===== config.mk =====
export PLATFORM = sky130hd
export DESIGN_NAME = index_sched
export DESIGN_NICKNAME = d
export VERILOG_FILES = /design/src/rtl/mix_pkg.sv /design/src/rtl/sm_add.sv /design/src/rtl/index_sched.sv
export SDC_FILE = /design/constraint.sdc
export NUM_CORES = 1
export LEC_CHECK = 0
export CAP_MARGIN = 20
export CORE_ASPECT_RATIO = 0.7
export CORE_UTILIZATION = 27
export CTS_CLUSTER_DIAMETER = 100
export CTS_CLUSTER_SIZE = 30
export DETAILED_ROUTE_END_ITERATION = 6
export PLACE_DENSITY = 0.5
export SYNTH_ARGS = -nofsm -noshare
export SYNTH_HDL_FRONTEND = slang
export SYNTH_SLANG_ARGS = --single-unit

===== constraint.sdc =====
create_clock -name clk -period 4 [get_ports clk]
set_clock_uncertainty 0.15 [all_clocks]
set_input_delay 0.6 -clock clk [delete_from_list [all_inputs] [get_ports clk]]
set_output_delay 0.6 -clock clk [all_outputs]
set_load 0.05 [all_outputs]

===== src/rtl/mix_pkg.sv =====
// Shared definitions for the index scheduler: word/magnitude sizes, update opcodes and
// the scheduler FSM encoding.
package mix_pkg;

  // Sign-magnitude word: bit 12 is the sign (1 = negative), bits 11:0 the magnitude.
  localparam int unsigned W      = 13;
  localparam int unsigned MagW   = 12;
  localparam int unsigned MagMax = 4095;

  typedef enum logic [1:0] {
    OpEnt = 2'b00,
    OpInc = 2'b01,
    OpDec = 2'b10,
    OpRsv = 2'b11
  } uop_e;

  typedef enum logic [1:0] {
    StIdle = 2'b00,
    StCalc = 2'b01,
    StDone = 2'b10
  } state_e;

endpackage


===== src/rtl/sm_add.sv =====
// Combinational 13-bit sign-magnitude adder.
//   x_i, y_i : operands (x_i is the "first" operand; it gives the sign of a zero result
//              when the operand signs differ)
//   sum_o    : sign-magnitude sum (meaningless when ovf_o is set)
//   ovf_o    : result magnitude exceeds MagMax
module sm_add
  import mix_pkg::*;
(
  input  logic [W-1:0] x_i,
  input  logic [W-1:0] y_i,
  output logic [W-1:0] sum_o,
  output logic         ovf_o
);

  logic            sx, sy;
  logic [MagW-1:0] mx, my;
  logic [MagW:0]   mag_sum;

  assign sx      = x_i[W-1];
  assign sy      = y_i[W-1];
  assign mx      = x_i[MagW-1:0];
  assign my      = y_i[MagW-1:0];
  assign mag_sum = {1'b0, mx} + {1'b0, my};

  always_comb begin
    sum_o = '0;
    ovf_o = 1'b0;
    if (sx == sy) begin
      sum_o = {sx, mag_sum[MagW-1:0]};
      ovf_o = (mag_sum > (MagW + 1)'(MagMax));
    end else if (mx > my) begin
      sum_o = {sx, mx - my};
    end else if (my > mx) begin
      sum_o = {sy, my - mx};
    end else begin
      // Exact cancellation keeps the first operand's sign.
      sum_o = {sx, {MagW{1'b0}}};
    end
  end

endmodule


===== src/rtl/index_sched.sv =====
// Index register file with two requesters sharing one sign-magnitude adder.
//   Port A: effective-address generation, M = a_addr + rI[a_index] (rI[0] = +0).
//   Port U: index update (ENT / INC / DEC) of registers 1..6.
//   clk, rst_n        : clock, asynchronous active-low reset
//   a_req/a_index/a_addr -> a_ack/a_m/a_err   (outputs valid while a_ack)
//   u_req/u_op/u_index/u_val -> u_ack/u_ovf  (outputs valid while u_ack)
//   i1..i6            : current index register contents
// Each op walks IDLE -> CALC -> DONE; ack is high during DONE and write-back lands on
// the DONE -> IDLE edge.
module index_sched
  import mix_pkg::*;
#(
  parameter bit RR = 1'b1
) (
  input  logic         clk,
  input  logic         rst_n,
  input  logic         a_req,
  input  logic [2:0]   a_index,
  input  logic [W-1:0] a_addr,
  output logic         a_ack,
  output logic [W-1:0] a_m,
  output logic         a_err,
  input  logic         u_req,
  input  logic [1:0]   u_op,
  input  logic [2:0]   u_index,
  input  logic [W-1:0] u_val,
  output logic         u_ack,
  output logic         u_ovf,
  output logic [W-1:0] i1,
  output logic [W-1:0] i2,
  output logic [W-1:0] i3,
  output logic [W-1:0] i4,
  output logic [W-1:0] i5,
  output logic [W-1:0] i6
);

  state_e         state_q, state_d;
  logic           own_a_q;   // current op belongs to port A
  logic           last_a_q;  // last granted port was A
  logic [W-1:0]   x_q, y_q;
  logic           ent_q, bad_q;
  logic [2:0]     tgt_q;
  logic [W-1:0]   res_q;
  logic           err_q;
  logic [W-1:0]   rf_q [1:6];

  logic           grant_a, grant_u;
  logic [W-1:0]   a_reg, u_reg;
  logic [W-1:0]   add_sum;
  logic           add_ovf;
  logic           u_bad;

  sm_add u_add (
    .x_i   (x_q),
    .y_i   (y_q),
    .sum_o (add_sum),
    .ovf_o (add_ovf)
  );

  // Register reads; indices 0 and 7 read as +0.
  always_comb begin
    a_reg = '0;
    u_reg = '0;
    for (int i = 1; i <= 6; i++) begin
      if (a_index == 3'(i)) a_reg = rf_q[i];
      if (u_index == 3'(i)) u_reg = rf_q[i];
    end
  end

  assign u_bad = (u_op == OpRsv) || (u_index == 3'd0) || (u_index == 3'd7);

  // With RR, A loses a tie only if it was served last.
  always_comb begin
    grant_a = 1'b0;
    grant_u = 1'b0;
    state_d = state_q;
    unique case (state_q)
      StIdle: begin
        grant_a = a_req && (!u_req || !RR || !last_a_q);
        grant_u = u_req && !grant_a;
        if (grant_a || grant_u) state_d = StCalc;
      end
      StCalc:  state_d = StDone;
      StDone:  state_d = StIdle;
      default: state_d = StIdle;
    endcase
  end

  always_ff @(posedge clk or negedge rst_n) begin
    if (!rst_n) begin
      state_q  <= StIdle;
      own_a_q  <= 1'b0;
      last_a_q <= 1'b0;
      x_q      <= '0;
      y_q      <= '0;
      ent_q    <= 1'b0;
      bad_q    <= 1'b0;
      tgt_q    <= '0;
      res_q    <= '0;
      err_q    <= 1'b0;
      for (int i = 1; i <= 6; i++) rf_q[i] <= '0;
    end else begin
      state_q <= state_d;
      if (grant_a) begin
        own_a_q  <= 1'b1;
        last_a_q <= 1'b1;
        x_q      <= a_addr;
        y_q      <= a_reg;
        ent_q    <= 1'b0;
        bad_q    <= (a_index == 3'd7);
        tgt_q    <= a_index;
      end else if (grant_u) begin
        own_a_q  <= 1'b0;
        last_a_q <= 1'b0;
        x_q      <= u_reg;
        y_q      <= (u_op == OpDec) ? {~u_val[W-1], u_val[MagW-1:0]} : u_val;
        ent_q    <= (u_op == OpEnt);
        bad_q    <= u_bad;
        tgt_q    <= u_index;
      end
      if (state_q == StCalc) begin
        if (bad_q) begin
          res_q <= '0;
          err_q <= 1'b1;
        end else if (ent_q) begin
          res_q <= y_q;
          err_q <= 1'b0;
        end else begin
          res_q <= add_ovf ? '0 : add_sum;
          err_q <= add_ovf;
        end
      end
      if (state_q == StDone && !own_a_q && !err_q) begin
        for (int i = 1; i <= 6; i++) begin
          if (tgt_q == 3'(i)) rf_q[i] <= res_q;
        end
      end
    end
  end

  always_comb begin
    a_ack = (state_q == StDone) && own_a_q;
    u_ack = (state_q == StDone) && !own_a_q;
    a_m   = a_ack ? res_q : '0;
    a_err = a_ack && err_q;
    u_ovf = u_ack && err_q;
  end

  assign i1 = rf_q[1];
  assign i2 = rf_q[2];
  assign i3 = rf_q[3];
  assign i4 = rf_q[4];
  assign i5 = rf_q[5];
  assign i6 = rf_q[6];

endmodule

# Word-level counts from Yosys, hierarchy flattened
# Index checks and enable logic that the tools add are counted.
# Widths: inputs -> output; s select.
[totals]
reg_bits = 126
in_bits = 38
[classes]
n_addsub = 3
n_lt_le_gt_ge = 3
n_eq_ne = 26
mux = 39
bitwise = 1
n_reduce_logical = 25
[ops]
columns = ["cell", "n"]
rows = [
  ["$mux 13", 24],
  ["$eq 3x3->1 const B", 11],
  ["$gt 12x12->1", 2],
  ["$sub 12x12->12", 2],
  ["$eq 3x2->1 const B", 6],
  ["$add 12x12->13", 1],
  ["$gt 13x12->1 const B", 1],
  ["$reduce_and 2->1", 6],
  ["$mux 1", 11],
  ["$eq 3x1->1 const B", 3],
  ["$logic_and 1x1->1", 7],
  ["$eq 2x2->1 const B", 3],
  ["$mux 3", 2],
  ["$logic_not 1->1", 4],
  ["$logic_not 2->1", 2],
  ["$logic_or 1x1->1", 4],
  ["$pmux 2 s2", 1],
  ["$logic_not 3->1", 1],
  ["$eq 2x1->1 const B", 1],
  ["$mux 2", 1],
  ["$ne 2x2->1 const B", 1],
  ["$reduce_bool 2->1", 1],
  ["$eq 1x1->1", 1],
  ["$not 1->1", 1],
]

# Logic depth before layout (Yosys ltp)
[logic_depth]
word_depth = 9
depth_mapped = 12
mapped_depth_nobuf = 11

# By module
# Synthesis repeated with hierarchy kept, for this count alone.
[hier_totals]
hier_cells = 855
hier_area_um2 = 8480.6
[modules_own_cells]
columns = ["mod", "n_inst", "cells_each", "area_each_um2", "seq_area_each_um2"]
rows = [
  ["index_sched", 1, 589, 6538.8, 3153.0],
  ["sm_add", 1, 266, 1941.9, 0.0],
]

# Least setup slack after synthesis
# No wires, ideal clock.
[synth_timing]
path_type = "register to register"
startpoint = "reg x_q[0]"
endpoint = "reg res_q[2]"
setup_time_ns = 0.122
arrival_time_ns = 2.819
slack_ns = 0.909
stages_incl_launch_ff = 13
period_less_slack_ns = 3.091
path_cell_list = "dfrtp_1 inv_1 ha_1 inv_1 fa_1 nand3_1 a211oi_1 a2111o_1 and2_4 buf_6 a221o_1 a311o_1 a32o_1"
[synth_via]
elab_chain_len = 7
word_cells_on_any_way = 13
cone_classes = "3 x add/sub; 3 x order compare; 7 x mux"
[synth_lines]
columns = ["element", "line_no", "text"]
rows = [
  ["start, declared", "index_sched.sv:40", "logic [W-1:0] x_q, y_q;"],
  ["start signal, assigned", "index_sched.sv:107", "x_q <= a_addr;"],
  ["start signal, assigned", "index_sched.sv:115", "x_q <= u_reg;"],
  ["branches (longest 4 deep; another with $add 12x12->13)", "--", ""],
  ["$mux 13 *", "index_sched.sv:129", "res_q <= add_ovf ? '0 : add_sum;"],
  ["$mux 13 *", "index_sched.sv:125", "end else if (ent_q) begin"],
  ["$mux 13 *", "index_sched.sv:122", "if (bad_q) begin"],
  ["end signal, assigned", "index_sched.sv:126", "res_q <= y_q;"],
  ["end signal, assigned", "index_sched.sv:129", ""],
  ["end, declared", "index_sched.sv:43", "logic [W-1:0] res_q;"],
]
# Every way passes the cells marked *.
# A chain may end at the register's enable or synchronous reset.

# Final worst setup path
[layout_timing]
startpoint = "reg y_q[3]"
endpoint = "reg res_q[10]"
[layout_via]
elab_chain_len = 7
word_cells_on_any_way = 13
cone_classes = "3 x add/sub; 3 x order compare; 7 x mux"
[layout_lines]
columns = ["element", "line_no", "text"]
rows = [
  ["start, declared", "index_sched.sv:40", ""],
  ["start signal, assigned", "index_sched.sv:108", "y_q <= a_reg;"],
  ["start signal, assigned", "index_sched.sv:116", "y_q <= (u_op == OpDec) ? {~u_val[W-1], u_val[MagW-1:0]} : u_val;"],
  ["branches (longest 4 deep; another with $add 12x12->13)", "--", ""],
  ["$mux 13 *", "index_sched.sv:129", ""],
  ["$mux 13 *", "index_sched.sv:125", ""],
  ["$mux 13 *", "index_sched.sv:122", ""],
]
# Marks and branches as above.

==> results.cfg <==
[power]
ir_worst_vdd_uv = 424
seqPwrFrac_pct = 24.8
p_leak_nw = 4.62
p_clk_share_pct = 15.7
comb_power_share_pct = 59.4
sw_frac_of_total_pct = 50.9
p_int_mw = 4.80
netSwitchingPower_mw = 4.97
power_density_nw_per_um2 = 901
total_power_mw = 9.77

[sta]
worst_pin_slew_ps = 1040
period_minus_slack_ps = 3500
fmax_mhz = 285
rsz0062_at_grt = false
slew-limit-headroom_pct = 30.4
hold_viol_final = 0
drv_slew = 0
finalSetupViolCount = 0
setup_tns_ps = 0
period_share_pct = 87.6

[synthesis]
synth.top_cells.by_area = dfrtp_1, mux2_2, ha_1, a21oi_1, o21ai_0
synth_commonest_cells = dfrtp_1, mux2_2, a21oi_1
synth_top_area_cell = dfrtp_1
synth_seq_area_share_pct = 37.4
synth_cells = 905
synth.distinct_cells = 71
ys_warn_count = 0
synth_seq_cells = 126
synthFlopType = dfrtp_1
syn_area_um2 = 8430
synthesis.nets = 982
synth_edf_count = 0
syn_area_per_cell_um2 = 9.32
synth_top_cell_area_share_pct = 37.4
yosysMostFrequentCell = dfrtp_1
async_reset_ff_share_pct = 100

[drt]
drt_iter0_markers = 874
drc = 0
vias = 8025
wl_mm = 33.2
dr.pass1.iters = 5
ant_nets = 0
viasPerCell = 5.53
routedWlPerCell_um = 22.9

[clocking]
ctsHoldBuffers = 1
cts_setup_buffers = 0
cts_tree = yes
clk_pin_slew_ps = 60
cts_resized = 0
cts_buffer_depth = 2
cts-root-buf = clkbuf_16
clock_latency_ps = 430
cts.htree.levels = 4
numClockSinks = 126
cts_buffers = 17

[layout]
synthToLayoutAreaGrowth_pct = 28.5
fin_util_pct = 35.7
antennaDiodeCount = 0
finalInstanceArea_um2 = 10800
drive_gt1_share_pct = 15.1
nets = 1103

[placed_design]
portBuffers = 132
gp_congestion = 0.940
postPlaceCellArea_um2 = 10200
dp_hpwl_mm = 24.6

[die]
boundaryPins = 133
dieArea_um2 = 32000
row_count = 53
start_util_pct = 27.8
fp.dieH_um = 150
core-area_um2 = 30400
die_w_um = 213

[worst_hold_path]
min_path_type = register to register

[setup_path]
critical_path_class = register to register
cp-end-kind = register
crit_chain = inv_1 -> ha_1 -> a21oi_2 -> a211oi_1 -> a2111o_1 -> a211oi_2 -> a221o_1 -> a21oi_1 -> o31ai_1
cp_data_required_time_ps = 4170
max_stage_delay_ps = 620
crit_arrival_ps = 3670
crit_fanout = 14
reg2reg_slack_ps = 500
slowest_stage = a211oi_2
worstSetupStartpointType = register

[run_status]
status = completed

[grt]
antenna_found_initial = 0
grt_pass1_vias = 7633
grt_remaining_overflow = 0
grt_max_degree = 117
grt_util_all_layers_pct = 21.0
grt_pass1_wl_mm = 49.5

[run]
cap_violations = 0
routing by layer:
layer  share of wire (%)  wire length [um]  GRT usage [%]
met1                  49             16300           31.7
met2                  41             13600           30.0
met3                 8.5              2820           4.81
met4                 1.3               417           4.25
met5                   0                 0              0
final cells by class:
type / count / area (um2)
fill: 3135 / 19500
multi-input combinational: 666 / 4830
sequential: 126 / 3150
timing repair buffer: 162 / 1550
clock buffer: 27 / 533
tap: 412 / 515
inverter: 53 / 199
clock inverter: 4 / 50.0
power by group through the flow:
stage / registers, mW / logic (mW) / clock network [mW]
2_1_floorplan: 2.96 / 3.18 / 0
3_3_place_gp: 2.43 / 5.75 / 0
3_5_place_dp: 2.43 / 5.69 / 0
4_1_cts: 2.42 / 5.72 / 1.56
5_1_grt: 2.49 / 6.23 / 1.61
6_report: 2.43 / 5.80 / 1.54
per-stage QoR:
step	hold WS [ps]	std cells	setup WS, ps
2_1_floorplan	154	905	909
3_3_place_gp	300	1418	619
3_5_place_dp	297	1418	591
4_1_cts	343	1450	583
5_1_grt	386	1450	365
6_report	346	1450	496
worst paths after layout:
check / endpoint / startpoint / cells past startpoint
worst max-delay path: res_q[10] / y_q[3] / 9
worst min-delay path: tgt_q[1] / tgt_q[1] / 2
worst max register to register: res_q[10] / y_q[3] / 9
worst min register to register: tgt_q[1] / tgt_q[1] / 2
max in group asynchronous: i3[9] / rst_n / 3
min in group asynchronous: i6[12] / rst_n / 2
cells in the final DEF, fill, tap and decap left out, types with 12 or more instances in the layout:
master / netlist / final
nor3_1: 19 / 18
clkdlybuf4s50_1: 0 / 130
a211oi_1: 12 / 12
nand2_1: 50 / 50
clkbuf_16: 0 / 17
nor2_1: 58 / 58
a21oi_1: 82 / 82
mux2_2: 85 / 85
o221ai_1: 17 / 17
nor2b_1: 18 / 18
buf_4: 1 / 29
and2_1: 15 / 15
nand2b_1: 14 / 14
dfrtp_1: 126 / 126
ha_1: 36 / 36
mux2i_1: 17 / 17
a221oi_1: 26 / 26
inv_1: 51 / 51
o21ai_0: 62 / 61
cell families (layout without fill, tap and decap cells):
group | count (synthesis) | after routing | synth area share [%]
flops | 126 | 126 | 37.4
xor+xnor | 13 | 13 | 1.35
mux | 106 | 106 | 13.9
simple gates | 218 | 218 | 12.9
buf+inv | 113 | 246 | 5.49
fa+ha+maj | 39 | 39 | 6.05
compound gates | 290 | 290 | 23.0
critical path: cells and delay by family, from the launching register on:
kind            cells  cell delay [ps]
buf+inv             1              100
flops               1              410
compound gates      7             2230
fa+ha+maj           1              490
No activity file was read; power rests on OpenSTA's default activity.
